===== src/rtl/mux_rr_arbiter.sv =====
//------------------------------------------------------------------------------
// mux_rr_arbiter : two-channel round-robin arbiter with bounded bursts driving
// a registered 2:1 mux output stage. Optional counters: MUX_ARB_STATS_EN.
// Revision: 1.0
//------------------------------------------------------------------------------
`default_nettype none

module mux_rr_arbiter #(
    parameter int WIDTH     = 8,
    parameter int MAX_BURST = 4
) (
    input  logic             clk,
    input  logic             rst_n,
    input  logic [WIDTH-1:0] D0,
    input  logic             D0_valid,
    output logic             D0_ready,
    input  logic [WIDTH-1:0] D1,
    input  logic             D1_valid,
    output logic             D1_ready,
    output logic [WIDTH-1:0] Y,
    output logic             Y_valid,
    input  logic             Y_ready,
    output logic             S0,
    output logic [15:0]      CNT0,
    output logic [15:0]      CNT1
);

    localparam int              c_BW  = $clog2(MAX_BURST + 1);
    localparam logic [c_BW-1:0] c_MAX = c_BW'(MAX_BURST);

    typedef enum logic [1:0] {
        IDLE   = 2'd0,
        GRANT0 = 2'd1,
        GRANT1 = 2'd2
    } state_t;

    state_t           state_q, state_d;
    logic             last_q, last_d;
    logic [c_BW-1:0]  burst_q, burst_d;
    logic [WIDTH-1:0] y_q;
    logic             y_valid_q;

    logic             out_free;
    logic             xfer0, xfer1, xfer;
    logic             cur_valid, oth_valid;
    logic [c_BW-1:0]  nc;

    assign out_free  = !y_valid_q | Y_ready;
    assign D0_ready  = (state_q == GRANT0) & out_free;
    assign D1_ready  = (state_q == GRANT1) & out_free;
    assign xfer0     = D0_valid & D0_ready;
    assign xfer1     = D1_valid & D1_ready;
    assign xfer      = xfer0 | xfer1;
    assign cur_valid = (state_q == GRANT1) ? D1_valid : D0_valid;
    assign oth_valid = (state_q == GRANT1) ? D0_valid : D1_valid;
    assign nc        = burst_q + c_BW'(xfer);

    assign Y       = y_q;
    assign Y_valid = y_valid_q;
    assign S0      = (state_q == GRANT1);

    always_comb begin
        state_d = state_q;
        last_d  = last_q;
        burst_d = burst_q;
        case (state_q)
            IDLE: begin
                // On a tie the channel that was not served last wins.
                if (D0_valid && D1_valid) begin
                    state_d = last_q ? GRANT0 : GRANT1;
                    last_d  = !last_q;
                    burst_d = '0;
                end else if (D0_valid) begin
                    state_d = GRANT0;
                    last_d  = 1'b0;
                    burst_d = '0;
                end else if (D1_valid) begin
                    state_d = GRANT1;
                    last_d  = 1'b1;
                    burst_d = '0;
                end
            end
            GRANT0, GRANT1: begin
                if (nc == c_MAX) begin
                    burst_d = '0;
                    if (oth_valid) begin
                        state_d = (state_q == GRANT1) ? GRANT0 : GRANT1;
                        last_d  = (state_q != GRANT1);
                    end
                end else if (!cur_valid) begin
                    burst_d = '0;
                    if (oth_valid) begin
                        state_d = (state_q == GRANT1) ? GRANT0 : GRANT1;
                        last_d  = (state_q != GRANT1);
                    end else begin
                        state_d = IDLE;
                    end
                end else begin
                    burst_d = nc;
                end
            end
            default: begin
                state_d = IDLE;
                burst_d = '0;
            end
        endcase
    end

    always_ff @(posedge clk or negedge rst_n) begin
        if (!rst_n) begin
            state_q <= IDLE;
            last_q  <= 1'b1;
            burst_q <= '0;
        end else begin
            state_q <= state_d;
            last_q  <= last_d;
            burst_q <= burst_d;
        end
    end

    // A new word may overwrite the held one in the same cycle it is consumed.
    always_ff @(posedge clk or negedge rst_n) begin
        if (!rst_n) begin
            y_q       <= '0;
            y_valid_q <= 1'b0;
        end else if (xfer) begin
            y_q       <= xfer1 ? D1 : D0;
            y_valid_q <= 1'b1;
        end else if (Y_ready) begin
            y_valid_q <= 1'b0;
        end
    end

`ifdef MUX_ARB_STATS_EN
    logic [15:0] cnt0_q, cnt1_q;

    always_ff @(posedge clk or negedge rst_n) begin
        if (!rst_n) begin
            cnt0_q <= '0;
            cnt1_q <= '0;
        end else begin
            if (xfer0 && (cnt0_q != 16'hFFFF)) cnt0_q <= cnt0_q + 16'd1;
            if (xfer1 && (cnt1_q != 16'hFFFF)) cnt1_q <= cnt1_q + 16'd1;
        end
    end

    assign CNT0 = cnt0_q;
    assign CNT1 = cnt1_q;
`else
    assign CNT0 = 16'd0;
    assign CNT1 = 16'd0;
`endif

endmodule

`default_nettype wire


===== config.mk =====
export PLATFORM = sky130hd
export DESIGN_NAME = mux_rr_arbiter
export DESIGN_NICKNAME = d
export VERILOG_FILES = /design/src/rtl/mux_rr_arbiter.sv
export SDC_FILE = /design/constraint.sdc
export NUM_CORES = 1
export LEC_CHECK = 0
export CORE_ASPECT_RATIO = 1.25
export CORE_MARGIN = 2
export CORE_UTILIZATION = 36
export CTS_CLUSTER_SIZE = 28
export DETAILED_ROUTE_END_ITERATION = 10
export GPL_TIMING_DRIVEN = 1
export PLACE_DENSITY = 0.77
export SLEW_MARGIN = 10
export SYNTH_ARGS = -nofsm -noshare
export SYNTH_HDL_FRONTEND = slang
export SYNTH_SLANG_ARGS = --single-unit

===== constraint.sdc =====
create_clock -name clk -period 2.5 [get_ports clk]
set_input_delay 0.25 -clock clk [delete_from_list [all_inputs] [get_ports clk]]
set_output_delay 0.25 -clock clk [all_outputs]
set_load 0.01 [all_outputs]

After elaboration in Yosys (flattened, before gate mapping)
Index checks and enable logic that the tools add are counted.

storage, ports and cells
  logic and storage cells = 56
  output and inout bits = 44
  input port bits = 21
  register bits = 15

cells by class
  multiplexer cells = 28
  add/sub/neg operators = 1
  eq/ne operators = 7
  bitwise gates (word level) = 6
  reduce and logical (&&, ||, !) cells = 9

operator list
  kind                                            number
  two-way mux 2 bit                               9
  two-way mux 3 bit                               5
  two-way mux 1 bit                               10
  two-way mux 8 bit                               1
  != test 3 bit (second input constant)           2
  case mux 3 bit (2 select lines)                 1
  AND reduction 3 bit                             2
  AND 1 bit                                       4
  != test 4 bit (second input constant)           1
  case mux 2 bit (2 select lines)                 1
  nonzero test 2 bit                              2
  adder 3 x 1 -> 3 bit                            1
  == test 3 bit (second input constant)           1
  == test 2 x 1 -> 1 bit (second input constant)  1
  == test 2 bit (second input constant)           1
  logical NOT 1 bit                               2
  logical NOT 2 bit                               1
  != test 2 bit (second input constant)           1
  bitwise OR 1 bit                                2
  case mux 1 bit (2 select lines)                 1
  OR reduction 2 bit                              1
  logical AND 1 bit                               1

Depth between registers and ports, before layout
Gate-level depths: netlist of the first run.

  depth in word-level cells = 9
  mapped depth = 11
  depth with buffers taken out = 10

Worst setup path before layout of the first run
OpenSTA, ideal clock, no wires.

  path kind = register to register
  from = register state_q[0]
  to = register state_q[0]
  arrival = 2.714 ns
  stages on the path, launching flop included = 12
  data required time = 2.372 ns
  library setup time = 0.128 ns
  period minus slack after synthesis = 2.841 ns
  buffers on the path = 1
  slack = -0.341 ns
  cell sequence = dfrtp_1 inv_1 ha_1 buf_2 nand3_2 nand2_2 ha_1 ha_1 nor2_1 a41oi_1 a31oi_2 mux2_1

on the way
  cells in the longest elaborated chain, start to end = 8
  elaborated cells between the ends (all ways) = 23
  those cells by class = add/sub: 1; eq/ne: 6; mux: 8; bitwise: 5; reduce/logical: 3

RTL lines
  element                                                                                  line  text
  start, declared                                                                          37    state_t state_q, state_d;
  start signal, assigned                                                                   115   state_q <= state_d;
  == test 2 bit (*)                                                                        n/a
  net S0                                                                                   23    output logic S0,
  AND 1 bit (*)                                                                            50    assign D1_ready = (state_q == GRANT1) & out_free;
  AND 1 bit (*)                                                                            52    assign xfer1 = D1_valid & D1_ready;
  bitwise OR 1 bit (*)                                                                     53    assign xfer = xfer0 | xfer1;
  net xfer                                                                                 44    logic xfer0, xfer1, xfer;
  adder 3 x 1 -> 3 bit (*)                                                                 56    assign nc = burst_q + c_BW'(xfer);
  == test 3 bit (*)                                                                        84    if (nc == c_MAX) begin
  != test 3 bit (no line) / two-way mux 2 bit (equally long branches)                      n/a
  AND reduction 3 bit (no line) / case mux 2 bit (2 select lines) (equally long branches)  n/a

Mark *: on every way through the listed nets, which the timed path passes. The rest lies on a longest branch. The select of a mux whose other input is x is not followed.
A chain may end at the register's enable or synchronous reset.

Final worst setup path of the first run
  from = register state_q[1]
  to = register state_q[0]

on the way
  cells in the longest elaborated chain, start to end = 8
  elaborated cells between the ends (all ways) = 23
  those cells by class = add/sub: 1; eq/ne: 6; mux: 8; bitwise: 5; reduce/logical: 3

RTL lines
  element                                                                                  line
  == test 2 x 1 -> 1 bit / == test 2 bit (equally long branches)                           49, 50
  AND 1 bit (on tied branches)                                                             49, 50
  AND 1 bit (on tied branches)                                                             51, 52
  bitwise OR 1 bit (*)                                                                     53
  net xfer                                                                                 44
  adder 3 x 1 -> 3 bit (*)                                                                 56
  == test 3 bit (*)                                                                        84
  != test 3 bit (no line) / two-way mux 2 bit (equally long branches)                      n/a
  AND reduction 3 bit (no line) / case mux 2 bit (2 select lines) (equally long branches)  n/a

Marks and branches as above.

==> impl_metrics.yaml, run 1 <==
cts:
  clk_pin_slew_ns: 0.07
  tritoncts: "built"
  holdBufCountCts: 0
  clk_path_buf_depth: 2
  htree_levels: 1
  ctsResizeCount: 0
  worstSkewPairLatency_ns: 0.24
  post-cts-setup-buffer-count: 0
  cts.sinks: 15
  cts_root_buf: "clkbuf_8"
  cts_inserted_buffers: 3
floorplan:
  coreArea_sq_um: 3423
  dieHeight_um: 70.05
  die_w_um: 56.84
  ios: 65
  rows: 24
  initial_core_util_pct: 36.70
  die_area_sq_um: 3981
power:
  switching_share_pct: 37.80
  p_leak_nw: 0.7262
  p_per_area_nw_per_um2: 935.9
  p_int_mw: 0.9519
  p_seq_share_pct: 26.8
  irDropWorstVdd_uv: 602.9
  p_sw_mw: 0.5785
  p_clk_share_pct: 12.7
  pwr-share-comb_pct: 60.4
worst_setup_path:
  r2r_slack_ns: 0.13
  cp-start-kind: "register"
  cp-end-kind: "register"
  r2r-end: "state_q[0]"
  crit_fanout: 5
  r2r_start: "state_q[1]"
  cp.arrival_ns: 2.50
  r2r_cells: 10
  crit_type: "reg -> reg"
  cp.required_ns: 2.63
synthesis:
  synth_flop_cell: "dfrtp_1"
  synth_area_leaders: "dfrtp_1 28%, buf_4 20%, mux2_1 9.0%"
  yosysTopAreaCellShare_pct: 27.89
  synth_seq_area_share_pct: 29.98
  synth_mux_area_share_pct: 16.93
  syn_avg_cell_area_sq_um: 9.891
  synth_top_family_by_area: "buffers and inverters"
  yosys_register_bits: 15
  yosys_warnings: 0
  synth.distinct_cells: 36
  synth_compound_area_share_pct: 9.064
  synthAdderAreaFrac_pct: 5.976
  syn_inst: 127
  syn_area_sq_um: 1256
  synthXorXnorAreaFrac_pct: 1.295
  async_flop_share_pct: 100.0
  yosys.area_share.simple_pct: 13.84
  synth_area_leader_cell: "dfrtp_1"
  synth_edf_count: 0
routing:
  num_vias: 958
  drcViolationCount: 0
  routed_wl_um: 2328
  wl_per_cell_um: 11.30
  drt_iter0_drc: 21
  ant_nets: 0
  vias_per_cell: 4.650
  drt_first_pass_iters: 4
global_routing:
  gr-usage-all-layers_pct: 12.35
  grt-ovfl-total: 0
  antenna_found_initial: 0
  grt_max_degree: 16
  grt_pass1_wl_um: 3912
  grt_pass1_vias: 890
layout:
  drive_gt1_share_pct: 19.16
  final-instance-count-excl-fill: 206
  area_delta_synth_final_pct: 30.18
  fill_cells: 334
  diodes: 0
  final_nets: 195
sta:
  worstMarginPinSlew_ns: 0.7414
  slew_headroom_pct: 50.42
  skew_ns: 0.007420
  setup-violations-final: 0
  rsz0062_at_grt: "no"
  drv_slew: 0
  max_freq_ghz: 0.4213
  timing.final.crit_share_pct: 94.95
  period_minus_slack_ns: 2.374
  hold_ws_ns: 0.4428
  hold_viol: 0
min_path:
  worstHoldPathType: "in -> async"
placement:
  placed_cells: 201
  place_congestion: 0.8105
  io_buffers: 32
  place_hpwl_um: 1834
job:
  cap_violations: 0
status:
  status: "finished, final reports clean"
-- power groups by stage --
stage	clock network [mW]	logic (mW)	registers, mW
finish	0.195	0.925	0.411
global route	0.217	1.01	0.422
CTS	0.207	0.921	0.414
detailed placement	0	0.915	0.419
global placement	0	0.911	0.415
floorplan	0	0.590	0.446
-- cell families (layout without fill, tap and decap cells) --
family	count (synthesis)	count (layout)
buffers and inverters	40	49
and+or+nand+nor	30	30
muxes	19	19
AOI/OAI and AO/OA	15	15
DFF	15	15
adders and majority gates	6	6
other	1	32
xor gates and xnor gates	1	1
-- worst max-delay path by stage --
| stage | cells after the start | start | slack [ns] | endpoint |
|---|---|---|---|---|
| detailed placement | 10 | Y_ready | -0.14 | state_q[0] |
| floorplan | 11 | state_q[0] | 0.02 | state_q[0] |
| finish | 10 | state_q[1] | 0.13 | state_q[0] |
| global route | 10 | state_q[1] | 0.02 | state_q[1] |
| CTS | 10 | state_q[1] | 0.1 | state_q[0] |
| global placement | 10 | Y_ready | -0.08 | state_q[1] |
-- sequential cells by signal (all words and copies together), names as in the netlist --
signal   flops
Y            8
Y_valid      1
burst_q      3
last_q       1
state_q      2
-- final cells by class --
cell class	count	area [sq um]	area share [%]
timing repair buffer	41	387.9	23.72
multi-input combinational	103	760.7	46.52
inverter	4	15.01	0.9181
sequential	15	376.6	23.03
tap	39	48.80	2.984
clock inverter	1	5.005	0.3060
clock buffer	3	41.29	2.525
-- cells in the mapped netlist (all sizes together) (2+ instances only) --
| master | count |
|---|---|
| mux2 | 18 |
| nand3 | 7 |
| o21ai | 5 |
| a31oi | 2 |
| a41oi | 2 |
| and2 | 2 |
| nor3 | 2 |
| nor2b | 2 |
| dfrtp | 14 |
| nand2b | 3 |
| ha | 6 |
| a22o | 2 |
| nand3b | 2 |
| buf | 36 |
| nor2 | 3 |
| inv | 4 |
| nand2 | 5 |
-- routing by layer --
metal  GRT usage, %  wire length [um]  up-vias
li1               -                 -      457
met3          3.704               179       10
met1          13.95               908      446
met5              0                 0        -
met4          7.752               104        0
met2          20.03              1135       45
-- stage by stage --
stage | setup TNS, ns | area [sq um] | setup WS, ns | util, % | total power, mW
detailed placement | -0.2681 | 1582 | -0.1352 | 46.20 | 1.334
finish | 0 | 1635 | 0.1262 | 47.77 | 1.530
global placement | -0.1569 | 1582 | -0.07852 | 46.20 | 1.326
floorplan | 0 | 1428 | 0.01648 | - | 1.036
CTS | 0 | 1628 | 0.09747 | 47.55 | 1.542
global route | 0 | 1635 | 0.01819 | 47.77 | 1.653
-- critical path, cell delays in order (launching register included) --
cell	delay [ns]
dfrtp_1	0.38
inv_1	0.07
ha_1	0.20
nand3_1	0.15
nand2_4	0.06
ha_2	0.18
ha_4	0.18
xor2_4	0.19
a221o_1	0.31
a31oi_2	0.18
mux2_1	0.34
-- cell usage in the layout, fill, tap and decap left out, types with 2 or more instances in the layout --
cell             count
clkbuf_8             3
nand2b_1             3
clkdlybuf4s50_1     32
nor2_1               2
ha_2                 2
ha_1                 3
nand2_1              4
buf_4                9
and2_1               2
nand3b_1             2
dfrtp_1             14
inv_1                4
nor2b_1              2
conb_1              32
mux2_2               8
nand3_1              6
a41oi_1              2
o21ai_0              4
nor3_1               2
a22o_1               2
mux2_1              10
No activity file was read; power rests on OpenSTA's default activity.
==> inputs of run 2 (changes only) <==
==> constraint.sdc (replaced) <==
create_clock -name clk -period 2.5 [get_ports clk]
set_input_delay 0.25 -clock clk [delete_from_list [all_inputs] [get_ports clk]]
set_output_delay 0.25 -clock clk [all_outputs]
set_load 0.05 [all_outputs]
==> run 2 against run 1 <==
Sequential share of layout area down 0.34 points. Setup slack better by 0.0017 ns. First-iteration DRC count down 48%. Fmax about the same. Worst hold slack worse by 0.034 ns. Global-route usage up 0.30 points. Combinational power up 45%. Critical endpoint unchanged.
==> impl_metrics.yaml, run 2 (synthesized netlist as in run 1, its figures left out) <==
status:
  status: "finished, final reports clean"
worst_setup_path:
  cp.required_ns: 2.62
  cp-end-kind: "register"
  r2r_start: "state_q[1]"
  cp-start-kind: "register"
  crit_type: "reg -> reg"
  cp.arrival_ns: 2.50
  crit_fanout: 12
  r2r_slack_ns: 0.13
  r2r_cells: 10
  r2r-end: "state_q[0]"
global_routing:
  grt-ovfl-total: 0
  antenna_found_initial: 0
  grt_pass1_wl_um: 4043
  met1_usage_pct: 15.35
  gr-usage-all-layers_pct: 12.66
  grt_max_degree: 16
  grtUsageMet2_pct: 22.09
  grt_pass1_vias: 916
  grt_use_met3_pct: 3.333
  top_usage_layer: "met2"
layout:
  multi_input_area_sq_um: 780.7
  diodes: 0
  area_delta_synth_final_pct: 32.57
  final_cell_mix: "32 x conb_1, 30 x clkdlybuf4s50_1, 13 x dfrtp_1, 13 x buf_4, 10 x mux2_1"
  largest_reg_flops: 8
  final_nets: 197
  seqCellArea_sq_um: 377.9
  drive_gt1_share_pct: 21.89
  fill_cells: 338
  final-instance-count-excl-fill: 208
  final_common_cell: "conb_1"
floorplan:
  dieHeight_um: 70.05
  initial_core_util_pct: 36.70
  coreArea_sq_um: 3423
  die_w_um: 56.84
  rows: 24
  ios: 65
  die_area_sq_um: 3981
cts:
  clk_pin_slew_ns: 0.06
  htree_levels: 1
  cts_inserted_buffers: 3
  ctsResizeCount: 0
  cts_root_buf: "clkbuf_8"
  holdBufCountCts: 0
  post-cts-setup-buffer-count: 0
  cts.sinks: 15
  clk_path_buf_depth: 2
  tritoncts: "built"
  worstSkewPairLatency_ns: 0.25
sta:
  drv_slew: 0
  slew_headroom_pct: 55.73
  setup-violations-final: 0
  skew_ns: 0.006779
  rsz0062_at_grt: "no"
  timing.final.crit_share_pct: 94.88
  period_minus_slack_ns: 2.372
  worstMarginPinSlew_ns: 0.6620
  max_freq_ghz: 0.4216
  hold_viol: 0
routing:
  vias_per_cell: 4.514
  drt_first_pass_iters: 4
  drcViolationCount: 0
  wl_per_cell_um: 10.90
  drt_iter0_drc: 11
  ant_nets: 0
  routed_wl_um: 2268
  num_vias: 939
power:
  fin_total_pwr_mw: 1.949
  p_per_area_nw_per_um2: 1170
  p_leak_nw: 0.7355
  irDropWorstVdd_uv: 772.4
placement:
  placed_cells: 203
  place_hpwl_um: 1853
  io_buffers: 32
  place_congestion: 0.7680
job:
  cap_violations: 0
min_path:
  worstHoldPathType: "in -> async"
## run 2: cell types whose count changed in the layout (fill, tap and decap cells not counted)
cell / before / now
inv_1: 4 / 3
ha_4: 1 / 3
clkbuf_1: 0 / 1
dfrtp_1: 14 / 13
dfrtp_2: 0 / 1
inv_2: 0 / 1
clkinv_2: 1 / 0
ha_2: 2 / 0
buf_4: 9 / 13
clkdlybuf4s50_1: 32 / 30
## run 2: layer usage
layer	wire, um	share of wire, %
met5	0	0
met2	1136	50
met1	930	41
met4	10	0.44
met3	191	8.4
## run 2: per-stage QoR
step,setup WS [ns],util [%],hold slack (ns),TNS [ns],instance area (sq um)
detailed placement,-0.05697,47.11,0.4938,-0.1139,1613
CTS,0.09716,48.43,0.4383,0,1658
global placement,-0.02433,47.11,0.4896,-0.04834,1613
global route,0.02552,48.65,0.4807,0,1665
floorplan,0.003658,-,-0.04559,0,1449
finish,0.1279,48.65,0.4090,0,1665
## run 2: how the worst max path moves through the flow
stage                     slack (ns)  startpoint  cells past startpoint          to
after floorplan                0.004  state_q[0]                     11  state_q[0]
after global placement         -0.02     Y_ready                     10  state_q[0]
after detailed placement       -0.06     Y_ready                     10  state_q[0]
after CTS                        0.1  state_q[1]                     10  state_q[0]
after global routing            0.03  state_q[1]                     10  state_q[1]
final                           0.13  state_q[1]                     10  state_q[0]
## run 2: cell type report
cell class / count / area share, %
Multi-Input combinational cell: 103 / 46.88
Clock buffer: 4 / 2.705
Sequential cell: 15 / 22.69
Timing Repair Buffer: 43 / 23.89
Inverter: 4 / 0.9016
Tap cell: 39 / 2.930
## run 2: critical path, stage by stage, from the launching register on
cell,delay (ns)
dfrtp_1,0.40
buf_4,0.15
ha_4,0.21
nand3_4,0.09
nand2_4,0.06
ha_4,0.16
ha_4,0.17
xor2_4,0.19
a221o_1,0.31
a31oi_2,0.17
mux2_1,0.34
## run 2: where the power goes
part	total (mW)	switching [mW]	internal, mW
sequential	0.415	0.0615	0.354
combinational	1.34	0.821	0.519
clock	0.194	0.0809	0.113
